==> config.mk <==
export PLATFORM = sky130hd
export DESIGN_NAME = hight_kat_sequencer
export DESIGN_NICKNAME = d
export VERILOG_FILES = /design/src/rtl/hight_kat_sequencer.sv
export SDC_FILE = /design/constraint.sdc
export NUM_CORES = 1
export LEC_CHECK = 0
export ABC_CLOCK_PERIOD_IN_PS = 2200
export BUFFER_PORTS_ARGS = -buffer_cell sky130_fd_sc_hd__clkbuf_2
export CORE_AREA = 8 8 209 211
export CTS_BUF_LIST = sky130_fd_sc_hd__clkbuf_4
export DETAILED_ROUTE_END_ITERATION = 8
export DIE_AREA = 0 0 217 219
export GPL_TIMING_DRIVEN = 0
export PLACE_DENSITY = 0.7
export REMOVE_ABC_BUFFERS = 1
export SYNTH_ARGS = -nofsm -noshare
export SYNTH_HDL_FRONTEND = slang
export SYNTH_SLANG_ARGS = --single-unit
==> constraint.sdc <==
create_clock -name clk -period 2.2 [get_ports clk]
set_input_delay 0.44 -clock clk [delete_from_list [all_inputs] [get_ports clk]]
set_output_delay 0.44 -clock clk [all_outputs]
set_load 0.02 [all_outputs]
==> src/rtl/hight_kat_sequencer.sv <==
// Known-answer-test sequencer for the hight cipher core: walks a vector ROM,
// runs each vector through the core in encrypt/decrypt passes and tallies mismatches.
module hight_kat_sequencer #(
    parameter int unsigned NUM_VEC     = 241,
    parameter int unsigned AW          = 8,
    parameter int unsigned DUT_LATENCY = 35,
    parameter int unsigned RST_CYC     = 2,
    parameter int unsigned MODE        = 0
) (
    input  logic            clk,
    input  logic            reset,
    input  logic            start,
    output logic [AW-1:0]   rom_addr,
    input  logic [255:0]    rom_data,
    output logic            dut_reset,
    output logic            dut_ed,
    output logic [63:0]     dut_p,
    output logic [127:0]    dut_mk,
    input  logic [63:0]     dut_c,
    output logic            busy,
    output logic            done,
    output logic            pass,
    output logic [15:0]     err_count,
    output logic            first_err_valid,
    output logic [AW-1:0]   first_err_idx
);

    localparam int unsigned CNT_MAX  = (DUT_LATENCY > RST_CYC) ? DUT_LATENCY : RST_CYC;
    localparam int unsigned CW       = $clog2(CNT_MAX + 1);
    localparam logic [AW-1:0] LAST_IDX = AW'(NUM_VEC - 1);

    typedef enum logic [2:0] {
        S_IDLE,
        S_FETCH,
        S_LOAD,
        S_RUN,
        S_CHECK,
        S_DONE
    } state_t;

    state_t         state;
    state_t         state_next;
    logic [CW-1:0]  cnt;
    logic [AW-1:0]  idx;
    logic           pass2;
    logic [127:0]   mk_q;
    logic [63:0]    p_q;
    logic [63:0]    exp_q;
    logic [63:0]    expect_q;
    logic           mis_q;

    logic           accept_c;
    logic           first_load_c;
    logic           decrypt_c;
    logic [127:0]   src_mk_c;
    logic [63:0]    src_p_c;
    logic [63:0]    src_exp_c;

    always_ff @(posedge clk) begin
        if (reset) begin
            state <= S_IDLE;
        end else begin
            state <= state_next;
        end
    end

    always_comb begin
        state_next = state;
        case (state)
            S_IDLE, S_DONE: if (start) state_next = S_FETCH;
            S_FETCH:        state_next = S_LOAD;
            S_LOAD:         if (cnt == CW'(RST_CYC - 1)) state_next = S_RUN;
            S_RUN:          if (cnt == CW'(DUT_LATENCY)) state_next = S_CHECK;
            S_CHECK: begin
                if (MODE == 2 && !pass2) begin
                    state_next = S_LOAD;
                end else if (idx == LAST_IDX) begin
                    state_next = S_DONE;
                end else begin
                    state_next = S_FETCH;
                end
            end
            default:        state_next = S_IDLE;
        endcase
    end

    // Second pass of a vector reuses the latched copy instead of refetching.
    always_comb begin
        accept_c     = (state == S_IDLE || state == S_DONE) && start;
        first_load_c = (state == S_LOAD) && (cnt == '0);
        decrypt_c    = (MODE == 1) || pass2;
        src_mk_c     = pass2 ? mk_q  : rom_data[255:128];
        src_p_c      = pass2 ? p_q   : rom_data[127:64];
        src_exp_c    = pass2 ? exp_q : rom_data[63:0];
    end

    always_ff @(posedge clk) begin
        if (reset) begin
            cnt <= '0;
        end else if (state_next != state) begin
            cnt <= (state_next == S_RUN) ? CW'(1) : '0;
        end else if (state == S_LOAD || state == S_RUN) begin
            cnt <= cnt + CW'(1);
        end
    end

    always_ff @(posedge clk) begin
        if (reset) begin
            rom_addr        <= '0;
            dut_reset       <= 1'b1;
            dut_ed          <= 1'b1;
            dut_p           <= '0;
            dut_mk          <= '0;
            busy            <= 1'b0;
            done            <= 1'b0;
            pass            <= 1'b0;
            err_count       <= '0;
            first_err_valid <= 1'b0;
            first_err_idx   <= '0;
            idx             <= '0;
            pass2           <= 1'b0;
            mk_q            <= '0;
            p_q             <= '0;
            exp_q           <= '0;
            expect_q        <= '0;
            mis_q           <= 1'b0;
        end else begin
            dut_reset <= (state_next != S_RUN);

            if (accept_c) begin
                rom_addr        <= '0;
                err_count       <= '0;
                first_err_valid <= 1'b0;
                first_err_idx   <= '0;
                idx             <= '0;
                pass2           <= 1'b0;
                busy            <= 1'b1;
                done            <= 1'b0;
                pass            <= 1'b0;
            end else if (state == S_DONE) begin
                busy <= 1'b0;
                done <= 1'b1;
                pass <= (err_count == 16'd0);
            end

            if (first_load_c) begin
                if (!pass2) begin
                    mk_q  <= rom_data[255:128];
                    p_q   <= rom_data[127:64];
                    exp_q <= rom_data[63:0];
                end
                dut_mk   <= src_mk_c;
                dut_ed   <= !decrypt_c;
                dut_p    <= decrypt_c ? src_exp_c : src_p_c;
                expect_q <= decrypt_c ? src_p_c : src_exp_c;
            end

            // X or Z on the core output must register as a failure.
            if (state == S_RUN && cnt == CW'(DUT_LATENCY)) begin
                mis_q <= (dut_c !== expect_q);
            end

            if (state == S_CHECK) begin
                if (mis_q) begin
                    if (err_count != 16'hFFFF) begin
                        err_count <= err_count + 16'd1;
                    end
                    if (!first_err_valid) begin
                        first_err_valid <= 1'b1;
                        first_err_idx   <= idx;
                    end
                end
                if (MODE == 2 && !pass2) begin
                    pass2 <= 1'b1;
                end else if (idx != LAST_IDX) begin
                    idx      <= idx + AW'(1);
                    rom_addr <= idx + AW'(1);
                    pass2    <= 1'b0;
                end
            end
        end
    end

endmodule

# After elaboration in Yosys (flattened, before gate mapping)
# Index checks and enable logic that the tools add are counted.
op_classes:
  addsub: 3
  eq_ne: 14
  muxes: 35
  bitwise_logic: 1
  n_reduce_logical: 14
op_table:
  columns: ["cell", "count"]
  rows:
  - ["$mux 64", 4]
  - ["$mux 8", 10]
  - ["$mux 16", 4]
  - ["$nex 64x64->1", 1]
  - ["$add 16x1->16 const B", 1]
  - ["$logic_not 16->1", 1]
  - ["$ne 16x16->1 const B", 1]
  - ["$pmux 3 s5", 1]
  - ["$mux 3", 4]
  - ["$mux 6", 2]
  - ["$mux 1", 10]
  - ["$eq 3x2->1 const B", 3]
  - ["$add 8x1->8 const B", 1]
  - ["$eq 8x8->1 const B", 1]
  - ["$ne 8x8->1 const B", 1]
  - ["$add 6x1->6 const B", 1]
  - ["$eq 3x3->1 const B", 2]
  - ["$eq 6x1->1 const B", 1]
  - ["$eq 6x6->1 const B", 1]
  - ["$logic_not 6->1", 1]
  - ["$reduce_bool 2->1", 2]
  - ["$reduce_or 2->1", 2]
  - ["$eq 3x1->1 const B", 1]
  - ["$logic_and 1x1->1", 3]
  - ["7 further kinds", 8]
word_totals:
  reg_bits: 441
  in_bits: 323
  output_inout_bits: 230
  word_cells: 86

# Depth between registers and ports, before layout
depth:
  word_depth: 7
  ltp_mapped: 9
  mapped_depth_nobuf: 7

# Least setup slack after synthesis
# No wires, ideal clock.
synth_path:
  kind: "reg2reg"
  from: "reg err_count[0]"
  to: "reg err_count[12]"
  setup_time_ns: 0.091
  t_arrival_ns: 1.795
  t_required_ns: 2.109
  setup_slack_ns: 0.314
  stages_incl_launch_ff: 8
  n_path_buf: 1
  period_less_slack_ns: 1.886
  path_cell_list: "dfxtp_1 > ha_1 > nand3_1 > or3_4 > o21ai_4 > buf_6 > nand2_1 > a311oi_1"
synth_via:
  elab_chain_len: 4
  elab_cells_between_ends: 5
  classes_between: "add/sub: 1; eq/ne: 1; mux: 3"
synth_rtl:
  columns: ["item", "line", "text"]
  rows:
  - ["start: declaration", "23", "output logic [15:0] err_count,"]
  - ["start signal: assignment", "166", "err_count <= err_count + 16'd1;"]
  - ["$add 16x1->16 / $ne 16x16->1 (equally long branches)", "166, 165", null]
  - ["$mux 16 *", "165", "if (err_count != 16'hFFFF) begin"]
  - ["$mux 16 *", "164", "if (mis_q) begin"]
  - ["$mux 16 *", "163", "if (state == S_CHECK) begin"]
# Mark *: on every way between the ends. The rest lies on a longest branch, timed or not.
# A chain may end at the register's enable or synchronous reset.

# Worst setup path after layout
layout_path:
  from: "reg cnt[0]"
  to: "reg mk_q[22]"
layout_via:
  elab_chain_len: 3
layout_rtl:
  columns: ["item", "line", "text"]
  rows:
  - ["start: declaration", "43", "logic [CW-1:0] cnt;"]
  - ["start signal: assignment", "101", "cnt <= (state_next == S_RUN) ? CW'(1) : '0;"]
  - ["start signal: assignment", "103", "cnt <= cnt + CW'(1);"]
  - ["$logic_not 6->1", "90", "first_load_c = (state == S_LOAD) && (cnt == '0);"]
  - ["$logic_and 1x1->1", "90", null]
  - ["$reduce_and 2->1 (no line)", null, null]
  - ["end signal: assignment", "148", "mk_q <= rom_data[255:128];"]
  - ["end: declaration", "46", "logic [127:0] mk_q;"]
# Every way passes these cells.

==> results.md <==
* Outcome: finished, final reports clean
* Flop-to-flop setup slack at approximately 17 ps
* EDFF count, synth at 0
* Met3 usage at under 10%
* Asr flop ratio synth at 0%
* Met1 Track Usage GR at between 20% and 30%
* Hpwl dp at 43100 um
* Clock buffer depth at 3
* Leak at 10.4 nW
* Max cap viols at 0
* Met2 usage at between 40% and 50%
* GRT Util Overall at between 20% and 30%
* Reg clk slew, reported paths at about 100 ps
* Root Buffer: clkbuf_4
* Layout cells sized above 1 at 27.1%
* Via count at ~19k
* Post-Syn Area at 0.0177 mm^2
* Core Region at around 0.04 mm^2
* Hold Path End: mk_q[5]$_SDFFE_PP0P_
* Tightest Pin Transition at approximately 700 ps
* Reg-to-reg startpoint: cnt[0]$_SDFFE_PP0P_
* Worst Skew at approximately 61 ps
* Max Clk Rate at around 460 MHz
* CTS sink cnt at 441
* Final hold slack at around 110 ps
* Worst-Skew Late Latency at 830 ps
* Sequential-to-total area share from yosys stat at 49.8%
* Ys Warns at 0
* Full die area at approximately 0.048 mm^2
* Hold wc startpoint: reset
* Initial Util at between 40% and 50%
* Worst-path cell chain: inv_1 -> ha_2 -> and3_4 -> buf_16 -> nand2b_4 -> buf_4 -> bufbuf_16 -> nand2_1 -> a21oi_1
* Slowest CP cell: dfxtp_1
* CP peak stage delay at 390 ps
* Cell area after layout at 0.0257 mm^2
* First-pass GRT wire length at 107000 um
* Layer with the highest usage: met2
* NumNets Final at between 3k and 4k
* FP Rows at 74
* Synth unique cells at 56
* Drt drc at 0
* Overall power at roughly 19 mW
* Worst r2r dst: mk_q[22]$_SDFFE_PP0P_
* Vias per inst at around 5.5
* Required @ worst endpoint at about 2900 ps
* Count of input and output buffers at about 550
* Worst Setup Start Kind: flip-flop
* Mean Syn Cell Area at around 8.5 um^2
* Hold path cells at 2
* Final wirelength at 73800 um
* Fin util at around 64%
* Crit Path Max Fanout at 26
* Top delay family on crit path: buffers and inverters
* Fin Setup TNS at 0 ps
* Initial antenna violation count at 23
* Inserted Clock Buffers at around 110
* Largest net degree at the start of global routing at roughly 140
* Worst reg-to-reg path cell count at 9
* Final worst path period share at between 90 and 100%
* Critical Path End Type: flip-flop
* Worst hold path class: in -> reg
* Wire length per cell at between 20 and 25 um
* Worst vdd rail ir drop at 530 uV
* Pwr dens at around 750 mW/mm^2
* Synthesized flop and latch total at about 440
* Final min period at between 2000 and 2500 ps
* Ys flop type: dfxtp_1
* Die H at ~220 um
* CTS tree: done
* Final hold vios at 0
* Grt ovf at 0
* # H-tree levels at 3
* Antenna Nets Post-Route at 0
* Mapped Cells at 2089
* Vias in the first global route at 19.6k
* Crit path kind: reg -> reg
* Initial DRC count at about 1.5k
* Area after DPL at 0.0209 mm^2
* GPL Wtd Cong at 0.910
* Critical path data arrival time at between 2000 and 3000 ps
* I/O pin count at about 550
* Max-slew headroom at around 55%
* Worst Path Buf+Inv at 4
* Area growth, synth to finish at 44.7%
* Max Transition Viols Final at 0
* Die W at between 200 and 250 um
* Pre-antenna DRT Iters at 5
* # setup viols final at 0
==> registers in the layout (all words and copies together) (netlist names), 3 cells and up <==
register	cells
idx	8
dut_p	64
rom_addr	8
exp_q	64
expect_q	64
first_err_idx	8
cnt	6
err_count	16
mk_q	128
state	3
p_q	64
==> synthesized netlist by cell type (14+ instances only) <==
| library cell | n | area share [%] |
|---|---|---|
| a211oi_1 | 129 | 5.5 |
| a21oi_1 | 284 | 8.0 |
| buf_2 | 47 | 1.3 |
| buf_4 | 14 | 0.59 |
| clkbuf_1 | 92 | 1.9 |
| dfxtp_1 | 441 | 50 |
| mux2i_1 | 131 | 7.4 |
| nand2_1 | 540 | 11 |
| nand3_1 | 26 | 0.73 |
| nor2_1 | 157 | 3.3 |
| nor4_1 | 20 | 0.71 |
| xor2_1 | 71 | 3.5 |
==> metal layers <==
layer | up-vias | routed length [um]
met2 | 1071 | 36600
met1 | 9142 | 26100
met5 | - | 17
met4 | 2 | 4660
met3 | 306 | 6510
li1 | 8860 | -
==> worst max-delay path by stage <==
stage / from / end / slack (ps) / cells past startpoint
2_1_floorplan: decrypt_c$_SDFF_PP0_ / dut_ed$_SDFFE_PP1P_ / -13950 / 2
3_3_place_gp: decrypt_c$_SDFF_PP0_ / dut_ed$_SDFFE_PP1P_ / -29860 / 2
3_5_place_dp: state[1]$_SDFF_PP0_ / mk_q[80]$_SDFFE_PP0P_ / -1240 / 9
4_1_cts: state[0]$_SDFF_PP0_ / exp_q[41]$_SDFFE_PP0P_ / 4 / 8
5_1_grt: state[0]$_SDFF_PP0_ / mk_q[22]$_SDFFE_PP0P_ / -80 / 8
6_report: cnt[0]$_SDFFE_PP0P_ / mk_q[22]$_SDFFE_PP0P_ / 20 / 9
==> cell type report <==
cell class | count | area (um^2)
Timing Repair Buffer | 860 | 6410
Multi-Input combinational cell | 1486 | 8260
Inverter | 9 | 33.8
Clock inverter | 28 | 121
Fill cell | 3212 | 14700
Clock buffer | 165 | 1240
Tap cell | 532 | 666
Sequential cell | 441 | 8840
Antenna cell | 34 | 85.1
==> stage by stage <==
stage	setup WS (ps)	instances
finish	16.9	3555
global route	-81.6	3543
CTS	4.23	3506
detailed placement	-1240	3034
global placement	-29860	3015
floorplan	-13950	1931
==> kinds of logic (layout without fill, tap and decap cells) <==
group,after synthesis,count (layout),share of synthesized area [%]
simple gates,805,810,18.7
compound gates,459,459,15.4
flops,441,441,49.8
buf+inv,167,1062,4.29
mux,134,134,7.58
xor+xnor,76,76,3.75
fa+ha+maj,7,7,0.494
other cells,0,34,0
==> report_power, final <==
| part | internal (mW) | leakage, nW | switching, mW |
|---|---|---|---|
| clock | 3.41 | 0.825 | 3.45 |
| combinational | 1.52 | 6.02 | 2.07 |
| sequential | 8.52 | 3.59 | 0.325 |
| total | 13.5 | 10.4 | 5.84 |
==> cell usage in the layout, fill, tap and decap left out, drive strengths merged, types with 3 or more instances in the layout <==
cell type      n
nand2        540
mux2           3
ha             7
a21o           3
xnor2          5
inv           11
clkbuf       725
nor2b          3
or4            4
nand4          8
and3          12
or3            7
or2            4
o41ai          3
and2           4
clkinv        26
dfxtp        441
a211oi       129
xor2          71
nand2b         7
o211ai         6
bufbuf         5
mux2i        131
nand3b         6
nand3         27
nor3           5
diode         34
o21ai         11
nor2         158
dlygate4sd3  257
a22o           7
buf           38
nor4          20
a21oi        284
a31oi          3
==> what timing repair did <==
item | 4_1_cts | 5_1_grt
gates cloned | 13 | 8
pin swaps | 4 | 4
hold buffers | 257 | 0
endpoints found under the hold margin | 382 | 0
setup buffers | 11 | 7
gates resized for setup | 21 | 9
setup endpoints to repair | 379 | 266
(Power assumes the default switching activity.)
